`src/rtl/sdram_params.svh`:
```
// Shared SDRAM subsystem widths and queue sizes.
//
// Included once, inside sdram_avalon_arbiter_pkg. Everything that needs
// these values imports that package rather than re-declaring widths.
//
// Integration rule for sdram_avalon_arbiter:
//   TAG_DEPTH >= CMD_FIFO_SIZE + READ_FIFO_SIZE + 2
// The arbiter must be able to hold a tag for every read that can be in
// flight between its own port and the response path. That means every
// command queued in the controller, plus every word parked in its read
// FIFO, plus one read in the SDRAM pipeline and one on the response bus.
// With the defaults below, 2 + 4 + 2 = 8 matches the arbiter default.

localparam int AVS_AW         = 24;         // word address width
localparam int AVS_DW         = 16;         // data width
localparam int AVS_BYTE       = AVS_DW / 8; // byte-enable width
localparam int CMD_FIFO_SIZE  = 2;          // controller command queue depth
localparam int READ_FIFO_SIZE = 4;          // controller read-return queue depth

```
`src/rtl/sdram_avalon_arbiter_pkg.sv`:
```
// Package for the SDRAM Avalon arbiter.
// It pulls in the shared subsystem widths from sdram_params.svh and adds a
// helper function for round-robin pointer advance.
package sdram_avalon_arbiter_pkg;

  `include "sdram_params.svh"

  // Returns the next index after idx, counting modulo n.
  function automatic int rr_next(input int idx, input int n);
    return (idx + 1 >= n) ? 0 : idx + 1;
  endfunction

endpackage

```
`src/rtl/sdram_fifo.sv`:
```
// Small synchronous FIFO. It has a first-word-fall-through head output.
//
// Ports:
//   clk, reset      - single clock, synchronous active-high reset
//   push, push_data - write one entry (ignored while full)
//   pop             - discard the head entry (ignored while empty)
//   head            - current head entry, valid while !empty
//   empty, full     - decoded from the registered occupancy
//
// DEPTH must be a power of two so that the pointers wrap naturally.
module sdram_fifo #(
  parameter int WIDTH = 1,
  parameter int DEPTH = 8
) (
  input  logic             clk,
  input  logic             reset,
  input  logic             push,
  input  logic [WIDTH-1:0] push_data,
  input  logic             pop,
  output logic [WIDTH-1:0] head,
  output logic             empty,
  output logic             full
);

  localparam int AW = (DEPTH > 1) ? $clog2(DEPTH) : 1;

  logic [WIDTH-1:0] mem_q [DEPTH];
  logic [AW-1:0]    wptr_q, rptr_q;
  logic [AW:0]      cnt_q;
  logic             push_ok, pop_ok;

  assign empty   = (cnt_q == '0);
  assign full    = (cnt_q == (AW+1)'(DEPTH));
  assign push_ok = push & ~full;
  assign pop_ok  = pop & ~empty;
  assign head    = mem_q[rptr_q];

  always_ff @(posedge clk) begin
    if (reset) begin
      wptr_q <= '0;
      rptr_q <= '0;
      cnt_q  <= '0;
    end else begin
      if (push_ok) wptr_q <= wptr_q + AW'(1);
      if (pop_ok)  rptr_q <= rptr_q + AW'(1);
      case ({push_ok, pop_ok})
        2'b10:   cnt_q <= cnt_q + (AW+1)'(1);
        2'b01:   cnt_q <= cnt_q - (AW+1)'(1);
        default: cnt_q <= cnt_q;
      endcase
    end
  end

  // Storage holds data only, so it is not reset.
  always_ff @(posedge clk) begin
    if (push_ok) mem_q[wptr_q] <= push_data;
  end

endmodule

```
`src/rtl/sdram_avalon_arbiter.sv`:
```
// Round-robin arbiter that lets NUM_PORT Avalon-MM masters share one SDRAM
// controller slave.
//
// Ports:
//   clk, reset                      - single clock, synchronous active-high reset
//   m_read/m_write/m_address/
//   m_writedata/m_byteenable        - per-master requests, port i at slice i
//   m_waitrequest                   - per-master stall (low only for the accepted port)
//   m_readdata, m_readdatavalid     - shared read data, per-master valid
//   s_read/s_write/s_address/
//   s_writedata/s_byteenable        - request forwarded to the controller, zero latency
//   s_waitrequest                   - controller stall
//   s_readdata, s_readdatavalid     - controller read response
//   err_orphan                      - sticky: a response arrived with no tag outstanding
//
// The controller returns read data in order. For each accepted read, the
// index of the requesting port goes into a tag FIFO. The head tag then
// steers each response back to the port that asked for it.
module sdram_avalon_arbiter
  import sdram_avalon_arbiter_pkg::*;
#(
  parameter int NUM_PORT  = 2,
  parameter int TAG_DEPTH = 8
) (
  input  logic                         clk,
  input  logic                         reset,
  input  logic [NUM_PORT-1:0]          m_read,
  input  logic [NUM_PORT-1:0]          m_write,
  input  logic [NUM_PORT*AVS_AW-1:0]   m_address,
  input  logic [NUM_PORT*AVS_DW-1:0]   m_writedata,
  input  logic [NUM_PORT*AVS_BYTE-1:0] m_byteenable,
  output logic [NUM_PORT-1:0]          m_waitrequest,
  output logic [AVS_DW-1:0]            m_readdata,
  output logic [NUM_PORT-1:0]          m_readdatavalid,
  output logic                         s_read,
  output logic                         s_write,
  output logic [AVS_AW-1:0]            s_address,
  output logic [AVS_DW-1:0]            s_writedata,
  output logic [AVS_BYTE-1:0]          s_byteenable,
  input  logic                         s_waitrequest,
  input  logic [AVS_DW-1:0]            s_readdata,
  input  logic                         s_readdatavalid,
  output logic                         err_orphan
);

  localparam int TW    = $clog2(NUM_PORT);
  localparam int TAG_W = (TW > 1) ? TW : 1;

  logic [NUM_PORT-1:0] elig;
  logic                gnt_vld;
  logic [TW-1:0]       gnt_idx;
  logic [TW-1:0]       cand;
  logic                accept;
  logic                tag_push, tag_pop, tag_empty, tag_full;
  logic [TAG_W-1:0]    tag_head;

  logic [TW-1:0] rr_ptr_q, rr_ptr_d;
  logic [TW-1:0] lock_idx_q, lock_idx_d;
  logic          lock_q, lock_d;
  logic          err_orphan_q, err_orphan_d;

  // A read can only be granted if a tag slot is free. The check uses the
  // registered occupancy, so a pop in the same cycle does not unblock it.
  // Writes need no tag and so are never blocked.
  assign elig = (m_read | m_write) & ~(m_read & {NUM_PORT{tag_full}});

  // Grant selection. A port that was stalled by the controller keeps the
  // grant until it is accepted. Otherwise, search upward from rr_ptr.
  always_comb begin
    gnt_vld = 1'b0;
    gnt_idx = '0;
    cand    = '0;
    if (lock_q && elig[lock_idx_q]) begin
      gnt_vld = 1'b1;
      gnt_idx = lock_idx_q;
    end else begin
      for (int k = 0; k < NUM_PORT; k++) begin
        cand = TW'((int'(rr_ptr_q) + k) % NUM_PORT);
        if (!gnt_vld && elig[cand]) begin
          gnt_vld = 1'b1;
          gnt_idx = cand;
        end
      end
    end
  end

  // Zero-latency forwarding. When there is no grant, gnt_idx is 0, so the
  // data lines carry port 0. A read on the same port as a write takes priority.
  assign s_read       = gnt_vld & m_read[gnt_idx];
  assign s_write      = gnt_vld & m_write[gnt_idx] & ~m_read[gnt_idx];
  assign s_address    = m_address[int'(gnt_idx)*AVS_AW +: AVS_AW];
  assign s_writedata  = m_writedata[int'(gnt_idx)*AVS_DW +: AVS_DW];
  assign s_byteenable = m_byteenable[int'(gnt_idx)*AVS_BYTE +: AVS_BYTE];

  assign accept   = gnt_vld & ~s_waitrequest;
  assign tag_push = accept & m_read[gnt_idx];
  assign tag_pop  = s_readdatavalid & ~tag_empty;

  always_comb begin
    m_waitrequest = '1;
    if (accept) m_waitrequest[gnt_idx] = 1'b0;
  end

  always_comb begin
    m_readdatavalid = '0;
    if (tag_pop) m_readdatavalid[tag_head] = 1'b1;
  end

  assign m_readdata = s_readdata;
  assign err_orphan = err_orphan_q;

  always_comb begin
    rr_ptr_d     = accept ? TW'(rr_next(int'(gnt_idx), NUM_PORT)) : rr_ptr_q;
    lock_d       = gnt_vld & s_waitrequest;
    lock_idx_d   = gnt_idx;
    err_orphan_d = err_orphan_q | (s_readdatavalid & tag_empty);
  end

  always_ff @(posedge clk) begin
    if (reset) begin
      rr_ptr_q     <= '0;
      lock_q       <= 1'b0;
      lock_idx_q   <= '0;
      err_orphan_q <= 1'b0;
    end else begin
      rr_ptr_q     <= rr_ptr_d;
      lock_q       <= lock_d;
      lock_idx_q   <= lock_idx_d;
      err_orphan_q <= err_orphan_d;
    end
  end

  sdram_fifo #(
    .WIDTH (TAG_W),
    .DEPTH (TAG_DEPTH)
  ) u_tag_fifo (
    .clk       (clk),
    .reset     (reset),
    .push      (tag_push),
    .push_data (TAG_W'(gnt_idx)),
    .pop       (tag_pop),
    .head      (tag_head),
    .empty     (tag_empty),
    .full      (tag_full)
  );

endmodule

```
`config.mk`:
```
export PLATFORM = sky130hd
export DESIGN_NAME = sdram_avalon_arbiter
export DESIGN_NICKNAME = d
export VERILOG_FILES = /design/src/rtl/sdram_avalon_arbiter_pkg.sv /design/src/rtl/sdram_fifo.sv /design/src/rtl/sdram_avalon_arbiter.sv
export VERILOG_INCLUDE_DIRS = /design/src /design/src/rtl
export SDC_FILE = /design/constraint.sdc
export NUM_CORES = 1
export LEC_CHECK = 0
export CELL_PAD_IN_SITES_DETAIL_PLACEMENT = 1
export CELL_PAD_IN_SITES_GLOBAL_PLACEMENT = 2
export CORE_MARGIN = 10
export CORE_UTILIZATION = 14
export DETAILED_ROUTE_END_ITERATION = 10
export GPL_TIMING_DRIVEN = 0
export HOLD_SLACK_MARGIN = 0.03
export PLACE_DENSITY_LB_ADDON = 0.15
export REMOVE_ABC_BUFFERS = 1
export SLEW_MARGIN = 0
export SYNTH_ARGS = -nofsm -noshare
export SYNTH_HDL_FRONTEND = slang
export SYNTH_SLANG_ARGS = --single-unit
```
`constraint.sdc`:
```
create_clock -name clk -period 2.7 [get_ports clk]
set_input_delay 0.54 -clock clk [delete_from_list [all_inputs] [get_ports clk]]
set_output_delay 0.54 -clock clk [all_outputs]
set_load 0.01 [all_outputs]
```
==> results.py, run 1 <==
metrics = {
    "power_and_ir_drop": {
        "power.net_switching_uw": 748.3,
        "power.total_uw": 2272,
        "cell_pwr_density_nw_per_um2": 559.2,
        "clock_group_share_of_total_power_pct": 14.3,
        "internal_power_uw": 1524,
        "p_sw_share_pct": 32.94,
        "max-vdd-ir-drop_mv": 0.2883,
        "seqPwrFrac_pct": 23.0,
        "leakagePower_uw": 0.001639,
        "comb_power_share_pct": 62.7,
    },
    "drt": {
        "postRouteAntennaNets": 0,
        "vias": 2014,
        "postRouteWirelength_um": 8766,
        "vias_per_cell": 3.949,
        "initialDrtViolationCount": 12,
        "remaining_drc_errors": 0,
        "wl_per_cell_um": 17.19,
        "detail_route.first_pass.iterations": 4,
    },
    "sta": {
        "period_needed_ns": 2.925,
        "timing.final.max_slew_violations": 0,
        "final.setup.worst_slack_ns": -0.2255,
        "finalHoldViolCount": 0,
        "max_slew_margin_pct": 53.71,
        "finClkSkew_ns": 0.001545,
        "grt_setup_unrepaired": "yes",
        "timing.fmax_mhz": 341.8,
        "setup_violators_final": 46,
        "post-route-period-util_pct": 108.4,
        "slew_at_the_pin_with_the_worst_max_slew_slack_ns": 0.6923,
    },
    "floorplan": {
        "floorplan.rows": 42,
        "num_io_pins": 173,
        "die_h_um": 136.6,
        "floorplan.die.width_um": 136.6,
        "die_area_um2": 18650,
        "start_util_pct": 14.30,
        "core_region_area_um2": 13300,
    },
    "synthesis": {
        "ys.warnings.count": 0,
        "async_flop_share_pct": 0,
        "synth_seq_area_share_pct": 30.53,
        "post_synth_num_cell_types": 40,
        "yosys.area.top_type_share_pct": 17.89,
        "synth_area_per_cell_um2": 10.22,
        "synth_enable_flop_cells": 8,
        "yosys_most_used_dff": "sky130_fd_sc_hd__dfxtp_1",
        "netlist.top_cell.by_area": "sky130_fd_sc_hd__dfxtp_1",
        "synth_area_leaders": "sky130_fd_sc_hd__dfxtp_1 18%, sky130_fd_sc_hd__mux2_1 15%, sky130_fd_sc_hd__edfxtp_1 13%",
        "yosys-top-cells-count": "25 x sky130_fd_sc_hd__mux2_1, 18 x sky130_fd_sc_hd__mux2_2, 17 x sky130_fd_sc_hd__buf_4, 17 x sky130_fd_sc_hd__dfxtp_1, 11 x sky130_fd_sc_hd__nor2_1",
        "netlist_area_um2": 1902,
        "synthMostInstantiatedCell": "sky130_fd_sc_hd__mux2_1",
        "yosys_register_bits": 25,
        "mapped_cells": 186,
    },
    "cells_and_area": {
        "layout.filler_cells": 1505,
        "syn_to_final_growth_pct": 113.6,
        "final_area_um2": 4063,
        "final-seq-area_um2": 589.3,
        "layout-drive-gt1-share_pct": 42.81,
        "fin_nets": 448,
        "multiInputGateArea_um2": 1346,
        "antenna_cells_inserted": 0,
    },
    "place": {
        "dpl-instance-area_um2": 3378,
        "hpwl_um": 6674,
        "portBuffers": 140,
        "routability_cong": 0.6811,
    },
    "run_status": {
        "violations_in_the_final_reports": "setup timing",
        "outcome": "finished, violations left",
    },
    "grt": {
        "grt_first_pass_wirelength_um": 13430,
        "grt_max_degree": 18,
        "antenna_violations_before_repair": 0,
        "grt_overflow_total": 0,
        "grt_pass1_vias": 2367,
        "grt_usage_pct": 9.250,
    },
    "critical_path": {
        "cp.required_ns": 2.16,
        "critical-path-max-stage-delay_ns": 0.57,
        "critPathMaxFanout": 8,
        "setup.worst_path.class": "reg -> out",
        "critical_path_buf_inv_count": 4,
        "cpMaxStageDelayCell": "sky130_fd_sc_hd__or4b_4",
        "crit_top_cell": "sky130_fd_sc_hd__buf_6",
        "critPathCaptureType": "output port",
        "crit_arrival_ns": 2.39,
        "timing.critical_path.max_delay_family": "simple AND/OR/NAND/NOR gates",
        "critical_path.cell_chain": "or4b_4, a21o_1, a21oi_4, buf_6, buf_6, buf_8, mux2_2, buf_6",
        "crit_path_start_kind": "flip-flop",
    },
    "cts": {
        "clkSinkCount": 25,
        "tritoncts": "built",
        "largest_buffer_count_on_any_clock_path": 2,
        "cts_hold_buffers": 0,
        "clock_tree.root_cell": "sky130_fd_sc_hd__clkbuf_16",
        "h-tree-depth": 1,
        "clock_latency_ns": 0.25,
        "cts_buffers": 3,
        "clk_transition_reported_paths_ns": 0.06,
    },
    "hold_path": {
        "hold_path_class": "reg -> reg",
    },
    "flow_run": {
        "max-cap-violations": 0,
    },
}
-- logic make-up after synthesis --
| group | synth area share, % |
|---|---|
| buffers and inverters | 11.51 |
| XOR/XNOR | 2.303 |
| adder cells (fa/ha/maj) | 3.289 |
| AO/OA/AOI/OAI | 7.236 |
| multiplexers | 29.93 |
| AND/OR/NAND/NOR | 15.20 |
| flip-flops | 30.53 |
-- routing by layer --
layer	vias up	GRT usage, %	wire (um)
li1	957	-	-
met1	940	8.870	2908
met2	115	15.88	4365
met3	2	7.368	1475
met4	0	0.7101	17
met5	-	0	0
-- per-stage QoR --
stage,hold WS [ns],util (%),setup TNS (ns),setup WS (ns),cells
global route,0.5168,30.56,-11.83,-0.3145,510
floorplan,0.4407,-,-41.20,-0.8856,160
global placement,0.4502,25.00,-136.65,-2.668,476
CTS,0.4803,30.35,-8.558,-0.2300,507
finish,0.4722,30.56,-8.210,-0.2255,510
detailed placement,0.4631,25.41,-46.23,-1.267,478
-- placed cells by master, fill, tap and decap left out, types with 5 or more instances in the layout --
cell type,instances
sky130_fd_sc_hd__clkdlybuf4s50_1,91
sky130_fd_sc_hd__a21oi_1,6
sky130_fd_sc_hd__nor2_1,11
sky130_fd_sc_hd__mux2_4,35
sky130_fd_sc_hd__dfxtp_1,14
sky130_fd_sc_hd__buf_6,43
sky130_fd_sc_hd__nand2_1,5
sky130_fd_sc_hd__mux2_1,5
sky130_fd_sc_hd__edfxtp_1,8
sky130_fd_sc_hd__buf_16,6
sky130_fd_sc_hd__buf_2,5
sky130_fd_sc_hd__buf_4,18
-- power groups by stage --
| stage | clock [uW] | sequential [uW] | combinational (uW) |
|---|---|---|---|
| 3_3_place_gp | 0 | 532 | 1010 |
| 4_1_cts | 343 | 521 | 1430 |
| 5_1_grt | 362 | 533 | 1550 |
| 6_report | 325 | 522 | 1430 |
| 3_5_place_dp | 0 | 530 | 1040 |
| 2_1_floorplan | 0 | 514 | 511 |
-- worst register-to-register path, cell delays in order (launching register included) --
cell and delay [ns]:
sky130_fd_sc_hd__dfxtp_1 0.37, sky130_fd_sc_hd__mux2i_4 0.39, sky130_fd_sc_hd__nand2_1 0.15, sky130_fd_sc_hd__a211oi_4 0.31, sky130_fd_sc_hd__clkinv_4 0.12, sky130_fd_sc_hd__ha_4 0.20
sky130_fd_sc_hd__xor2_1 0.14, sky130_fd_sc_hd__ha_1 0.17, sky130_fd_sc_hd__a21oi_1 0.14, sky130_fd_sc_hd__xor2_1 0.09, sky130_fd_sc_hd__or3_1 0.32, sky130_fd_sc_hd__a21oi_1 0.15
-- path summary, 6_finish.rpt --
path,start,end,slack (ns),depth (start not counted)
worst max-delay path,u_tag_fifo.cnt_q[2],s_address[0],-0.23,8
worst min-delay path,err_orphan,err_orphan,0.47,2
worst max register to register,lock_q,u_tag_fifo.cnt_q[2],0.07,11
worst min register to register,err_orphan,err_orphan,0.47,2
-- final cells by class --
class / instances / share of cell area [%]
Clock inverter: 1 / 0.1232
Sequential cell: 25 / 14.51
Inverter: 5 / 0.5852
Multi-Input combinational cell: 130 / 33.14
Tap cell: 176 / 5.420
Clock buffer: 3 / 1.848
Timing Repair Buffer: 170 / 44.38
-- repair_timing --
| item | 4_1_cts | 5_1_grt |
|---|---|---|
| pin swaps | 6 | 2 |
| hold endpoints to repair | 0 | 0 |
| buffers inserted | 21 | 4 |
| gates resized for setup | 303 | 7 |
| endpoints found under the setup margin | 58 | 49 |
| gates cloned | 5 | 0 |
No activity file was read; power rests on OpenSTA's default activity.
==> inputs of run 2 (changes only) <==
--- a/config.mk
+++ b/config.mk
@@ -8,7 +8,7 @@
 export LEC_CHECK = 0
 export CELL_PAD_IN_SITES_DETAIL_PLACEMENT = 1
 export CELL_PAD_IN_SITES_GLOBAL_PLACEMENT = 2
-export CORE_MARGIN = 10
+export CORE_MARGIN = 3
 export CORE_UTILIZATION = 14
 export DETAILED_ROUTE_END_ITERATION = 10
 export GPL_TIMING_DRIVEN = 0
==> results.py, run 2 (synthesis gave the netlist of run 1 again) <==
metrics = {
    "floorplan": {
        "die_area_um2": 15020,
        "floorplan.rows": 41,
        "floorplan.die.width_um": 122.6,
        "num_io_pins": 173,
        "die_h_um": 122.6,
        "start_util_pct": 14.71,
        "core_region_area_um2": 12930,
    },
    "cts": {
        "cts_buffers": 3,
        "clock_tree.root_cell": "sky130_fd_sc_hd__clkbuf_16",
        "cts_hold_buffers": 0,
        "tritoncts": "built",
        "clk_transition_reported_paths_ns": 0.06,
        "h-tree-depth": 1,
        "clkSinkCount": 25,
        "largest_buffer_count_on_any_clock_path": 2,
        "clock_latency_ns": 0.26,
    },
    "flow_run": {
        "max-cap-violations": 0,
    },
    "drt": {
        "postRouteWirelength_um": 8310,
        "vias": 2034,
        "detail_route.first_pass.iterations": 2,
        "remaining_drc_errors": 0,
        "wl_per_cell_um": 16.46,
        "initialDrtViolationCount": 13,
        "vias_per_cell": 4.028,
        "postRouteAntennaNets": 0,
    },
    "sta": {
        "max_slew_margin_pct": 54.22,
        "timing.fmax_mhz": 334.2,
        "slew_at_the_pin_with_the_worst_max_slew_slack_ns": 0.6846,
        "finalHoldViolCount": 0,
        "grt_setup_unrepaired": "yes",
        "final.setup.worst_slack_ns": -0.2925,
        "setup_violators_final": 44,
        "finClkSkew_ns": 0.004521,
        "post-route-period-util_pct": 110.8,
        "period_needed_ns": 2.992,
        "timing.final.max_slew_violations": 0,
    },
    "cells_and_area": {
        "syn_to_final_growth_pct": 113.6,
        "antenna_cells_inserted": 0,
        "postLayoutCoreUtil_pct": 31.43,
        "layout.filler_cells": 1474,
        "fin_nets": 447,
        "final_cell_mix": "91 x sky130_fd_sc_hd__clkdlybuf4s50_1, 39 x sky130_fd_sc_hd__buf_6, 33 x sky130_fd_sc_hd__mux2_4",
        "layout-drive-gt1-share_pct": 41.74,
        "leading_cell_type_in_the_layout_fill_and_taps_excluded": "sky130_fd_sc_hd__clkdlybuf4s50_1",
    },
    "critical_path": {
        "setup.worst_path.class": "reg -> out",
        "critPathCaptureType": "output port",
        "critPathMaxFanout": 5,
        "crit_arrival_ns": 2.45,
        "cp.required_ns": 2.16,
        "crit_path_start_kind": "flip-flop",
    },
    "place": {
        "hpwl_um": 6412,
        "place_ws_ns": -1.289,
        "routability_cong": 0.6956,
        "portBuffers": 140,
    },
    "grt": {
        "grt_pass1_vias": 2295,
        "grt_overflow_total": 0,
        "grt_usage_pct": 10.81,
        "grt_max_degree": 18,
        "grt_first_pass_wirelength_um": 12400,
        "antenna_violations_before_repair": 0,
    },
    "power_and_ir_drop": {
        "max-vdd-ir-drop_mv": 0.1808,
        "power.total_uw": 2302,
        "leakagePower_uw": 0.001655,
        "cell_pwr_density_nw_per_um2": 566.7,
    },
    "run_status": {
        "violations_in_the_final_reports": "setup timing",
        "outcome": "finished, violations left",
    },
    "hold_path": {
        "hold_path_class": "reg -> reg",
    },
}
## run 2: power by group
group | total (uW) | internal (uW) | leakage [uW] | switching (uW)
registers | 523 | 463 | 0.000215 | 60.8
clock network | 331 | 202 | 0.0000382 | 129
logic | 1450 | 889 | 0.00140 | 559
total | 2300 | 1550 | 0.00165 | 748
## run 2: what timing repair did
item                                    in CTS  in global routing
pin swaps                                    5                  3
resized for setup                          276                 32
endpoints found under the setup margin      58                 49
cloned                                       5                  0
setup buffers                               20                  5
endpoints found under the hold margin        0                  0
## run 2: final timing paths
path / startpoint / to / slack (ns) / depth (start not counted)
max: u_tag_fifo.cnt_q[2] / s_byteenable[1] / -0.29 / 9
min reg2reg: err_orphan / err_orphan / 0.47 / 2
max reg2reg: lock_q / u_tag_fifo.cnt_q[2] / 0.15 / 11
min: err_orphan / err_orphan / 0.47 / 2
## run 2: critical path, stage by stage (launching register included)
cell                      delay (ns)
sky130_fd_sc_hd__dfxtp_4        0.34
sky130_fd_sc_hd__or4b_4         0.57
sky130_fd_sc_hd__a21o_1         0.21
sky130_fd_sc_hd__a21oi_4        0.16
sky130_fd_sc_hd__buf_12         0.13
sky130_fd_sc_hd__buf_16         0.13
sky130_fd_sc_hd__buf_12         0.11
sky130_fd_sc_hd__buf_16         0.10
sky130_fd_sc_hd__mux2_4         0.30
sky130_fd_sc_hd__buf_6          0.12
## run 2: layer usage
metal / GRT usage [%] / up-vias / wire length, um
li1: - / 954 / -
met1: 10.54 / 958 / 2899
met2: 19.10 / 117 / 4008
met3: 7.742 / 5 / 1354
met4: 1.470 / 0 / 46
met5: 0 / - / 0
## run 2: metrics by stage
| step | setup TNS [ns] | cell area [um^2] | std cells | hold slack (ns) |
|---|---|---|---|---|
| after floorplan | -41.20 | 1702 | 160 | 0.4407 |
| final | -9.828 | 4063 | 505 | 0.4741 |
| after CTS | -9.580 | 3988 | 503 | 0.4853 |
| after global routing | -13.30 | 4063 | 505 | 0.5240 |
| after global placement | -135.57 | 3318 | 472 | 0.4482 |
| after detailed placement | -50.83 | 3381 | 474 | 0.4676 |
## run 2: area by class of cell
type,instances,area [um^2],area share [%]
clock buffer,4,78.83,1.940
inverter,5,20.02,0.4928
multi-input combinational,130,1349,33.20
sequential,25,591.8,14.57
tap,172,215.2,5.297
timing repair buffer,169,1808,44.50
==> RTL edit (flow settings as in run 2) <==
Compare `cnt_q` against `(AW+1)'(DEPTH)` with >= in place of ==.
--- a/src/rtl/sdram_fifo.sv
+++ b/src/rtl/sdram_fifo.sv
@@ -31,5 +31,5 @@
 
   assign empty   = (cnt_q == '0);
-  assign full    = (cnt_q == (AW+1)'(DEPTH));
+  assign full    = (cnt_q >= (AW+1)'(DEPTH));
   assign push_ok = push & ~full;
   assign pop_ok  = pop & ~empty;
Check against the original RTL: no difference found for any inputs over 4 cycles, from zero or initial values and one cycle with reset high; that may be too few to reach the edited logic, so the function may still have changed.
==> RTL edit against run 2 <==
Total power is 9.9% lower; synthesized cell count down 3.2%; area after synthesis is 2.3% higher; wire length shrank 0.82%; sequential power increased by 1%; critical endpoint is now s_writedata[6]; critical path depth fell by 2; global-route usage decreased by 0.42 points; utilization is 3.5 points lower; worst setup slack improved by 340 ps; design area shrank 7.9%; sequential share of layout area rose by 1.0 points; worst hold slack lost 3.5 ps; sequential cell count is the same.
==> RTL edit: results <==
INSERT INTO impl_metrics (metric_group, metric, value, unit) VALUES
('route', 'dr_total_vias', '1879', ''),
('critical_path', 'worst-r2r-setup-slack', '210', 'ps'),
('cts', 'clock-root-buffer', 'sky130_fd_sc_hd__clkbuf_16', ''),
('route', 'drt_iter0_drc', '48', ''),
('pwr', 'swShare', '0.349', ''),
('global_routing', 'maximum_number_of_pins_on_one_net_before_global_route_repair', '16', ''),
('route', 'wl', '8.24', 'mm'),
('final_layout', 'finish.net_count', '433', ''),
('critical_path', 'crit_fanout', '8', ''),
('global_routing', 'via_count_of_the_first_global_routing_pass', '2126', ''),
('timing', 'skew', '3.65', 'ps'),
('run_status', 'outcome', 'finished clean', ''),
('critical_path', 'reg2regPathDepth', '12', ''),
('placement', 'hpwl', '6.40', 'mm'),
('pwr', 'p_leak', '0.00155', 'uW'),
('pwr', 'vdd_ir_drop_max', '0.204', 'mV'),
('critical_path', 'critPathArrivalTime', '2120', 'ps'),
('synth', 'yosysUniqueCellTypes', '39', ''),
('global_routing', 'grt_first_pass_wirelength', '12.0', 'mm'),
('placement', 'buffer_ports.inserted', '140', '');
-- RTL edit: how the worst max path moves through the flow --
| stage | startpoint | to | slack (ps) | cells past startpoint |
|---|---|---|---|---|
| floorplan | m_read[0] | m_waitrequest[1] | 100 | 5 |
| global placement | m_read[0] | m_waitrequest[1] | -1600 | 7 |
| detailed placement | m_read[0] | m_waitrequest[1] | -990 | 7 |
| CTS | m_read[0] | s_address[12] | 5 | 7 |
| global route | m_write[0] | s_writedata[1] | 3 | 7 |
| finish | m_write[0] | s_writedata[6] | 40 | 7 |
-- RTL edit: per-layer routing --
metal  routed length, um  track usage  up-vias  part of all wire
met1                3310        0.126      873              0.40
met4                 123       0.0201        0             0.015
met3                 679       0.0377        6             0.082
met2                4120        0.177       97              0.50
li1                    -            -      903                 -
met5                   0            0        -                 0
-- RTL edit: cell type report --
cell class                 instances  area share
timing repair buffer             153       0.402
multi-input combinational        132       0.355
sequential                        25       0.156
tap                              176      0.0588
clock buffer                       3      0.0201
inverter                           5     0.00602
clock inverter                     1     0.00201
-- RTL edit: worst max-delay path: stages --
cell	delay [ps]
sky130_fd_sc_hd__dlygate4sd2_1	250
sky130_fd_sc_hd__nor2b_4	130
sky130_fd_sc_hd__o21ai_4	140
sky130_fd_sc_hd__buf_12	160
sky130_fd_sc_hd__nand2_8	90
sky130_fd_sc_hd__mux2_4	300
sky130_fd_sc_hd__clkdlybuf4s50_1	500
-- RTL edit: cells by family (layout without fill, tap and decap cells) --
logic type      count (synthesis)  in the layout  share of synthesized area
fa+ha+maj                       5              5                     0.0322
mux                            49             49                      0.342
compound gates                 16             16                     0.0675
buf+inv                        27            162                     0.0990
xor+xnor                        7              7                     0.0315
simple gates                   51             55                      0.129
flops                          25             25                      0.298
-- RTL edit: power groups by stage --
stage / clock [uW] / combinational (uW) / sequential [uW]
finish: 339 / 1210 / 529
global route: 371 / 1330 / 541
detailed placement: 0 / 1090 / 529
global placement: 0 / 1110 / 531
floorplan: 0 / 599 / 514
CTS: 352 / 1220 / 523
-- RTL edit: repair_timing --
| action | CTS | global route |
|---|---|---|
| buffers inserted | 11 | 1 |
| endpoints found under the setup margin | 48 | 31 |
| pin swaps | 6 | 1 |
| gates cloned | 5 | 0 |
| resized for setup | 71 | 11 |
-- RTL edit: stage by stage --
stage                     cells  hold WS (ps)  setup WS [ps]  cell area [um2]
after global routing        495           503           3.31             3740
after CTS                   494           479           5.13             3720
final                       495           471           44.6             3740
after floorplan             158           447           96.3             1770
after detailed placement    474           461           -993             3400
after global placement      474           448          -1600             3390
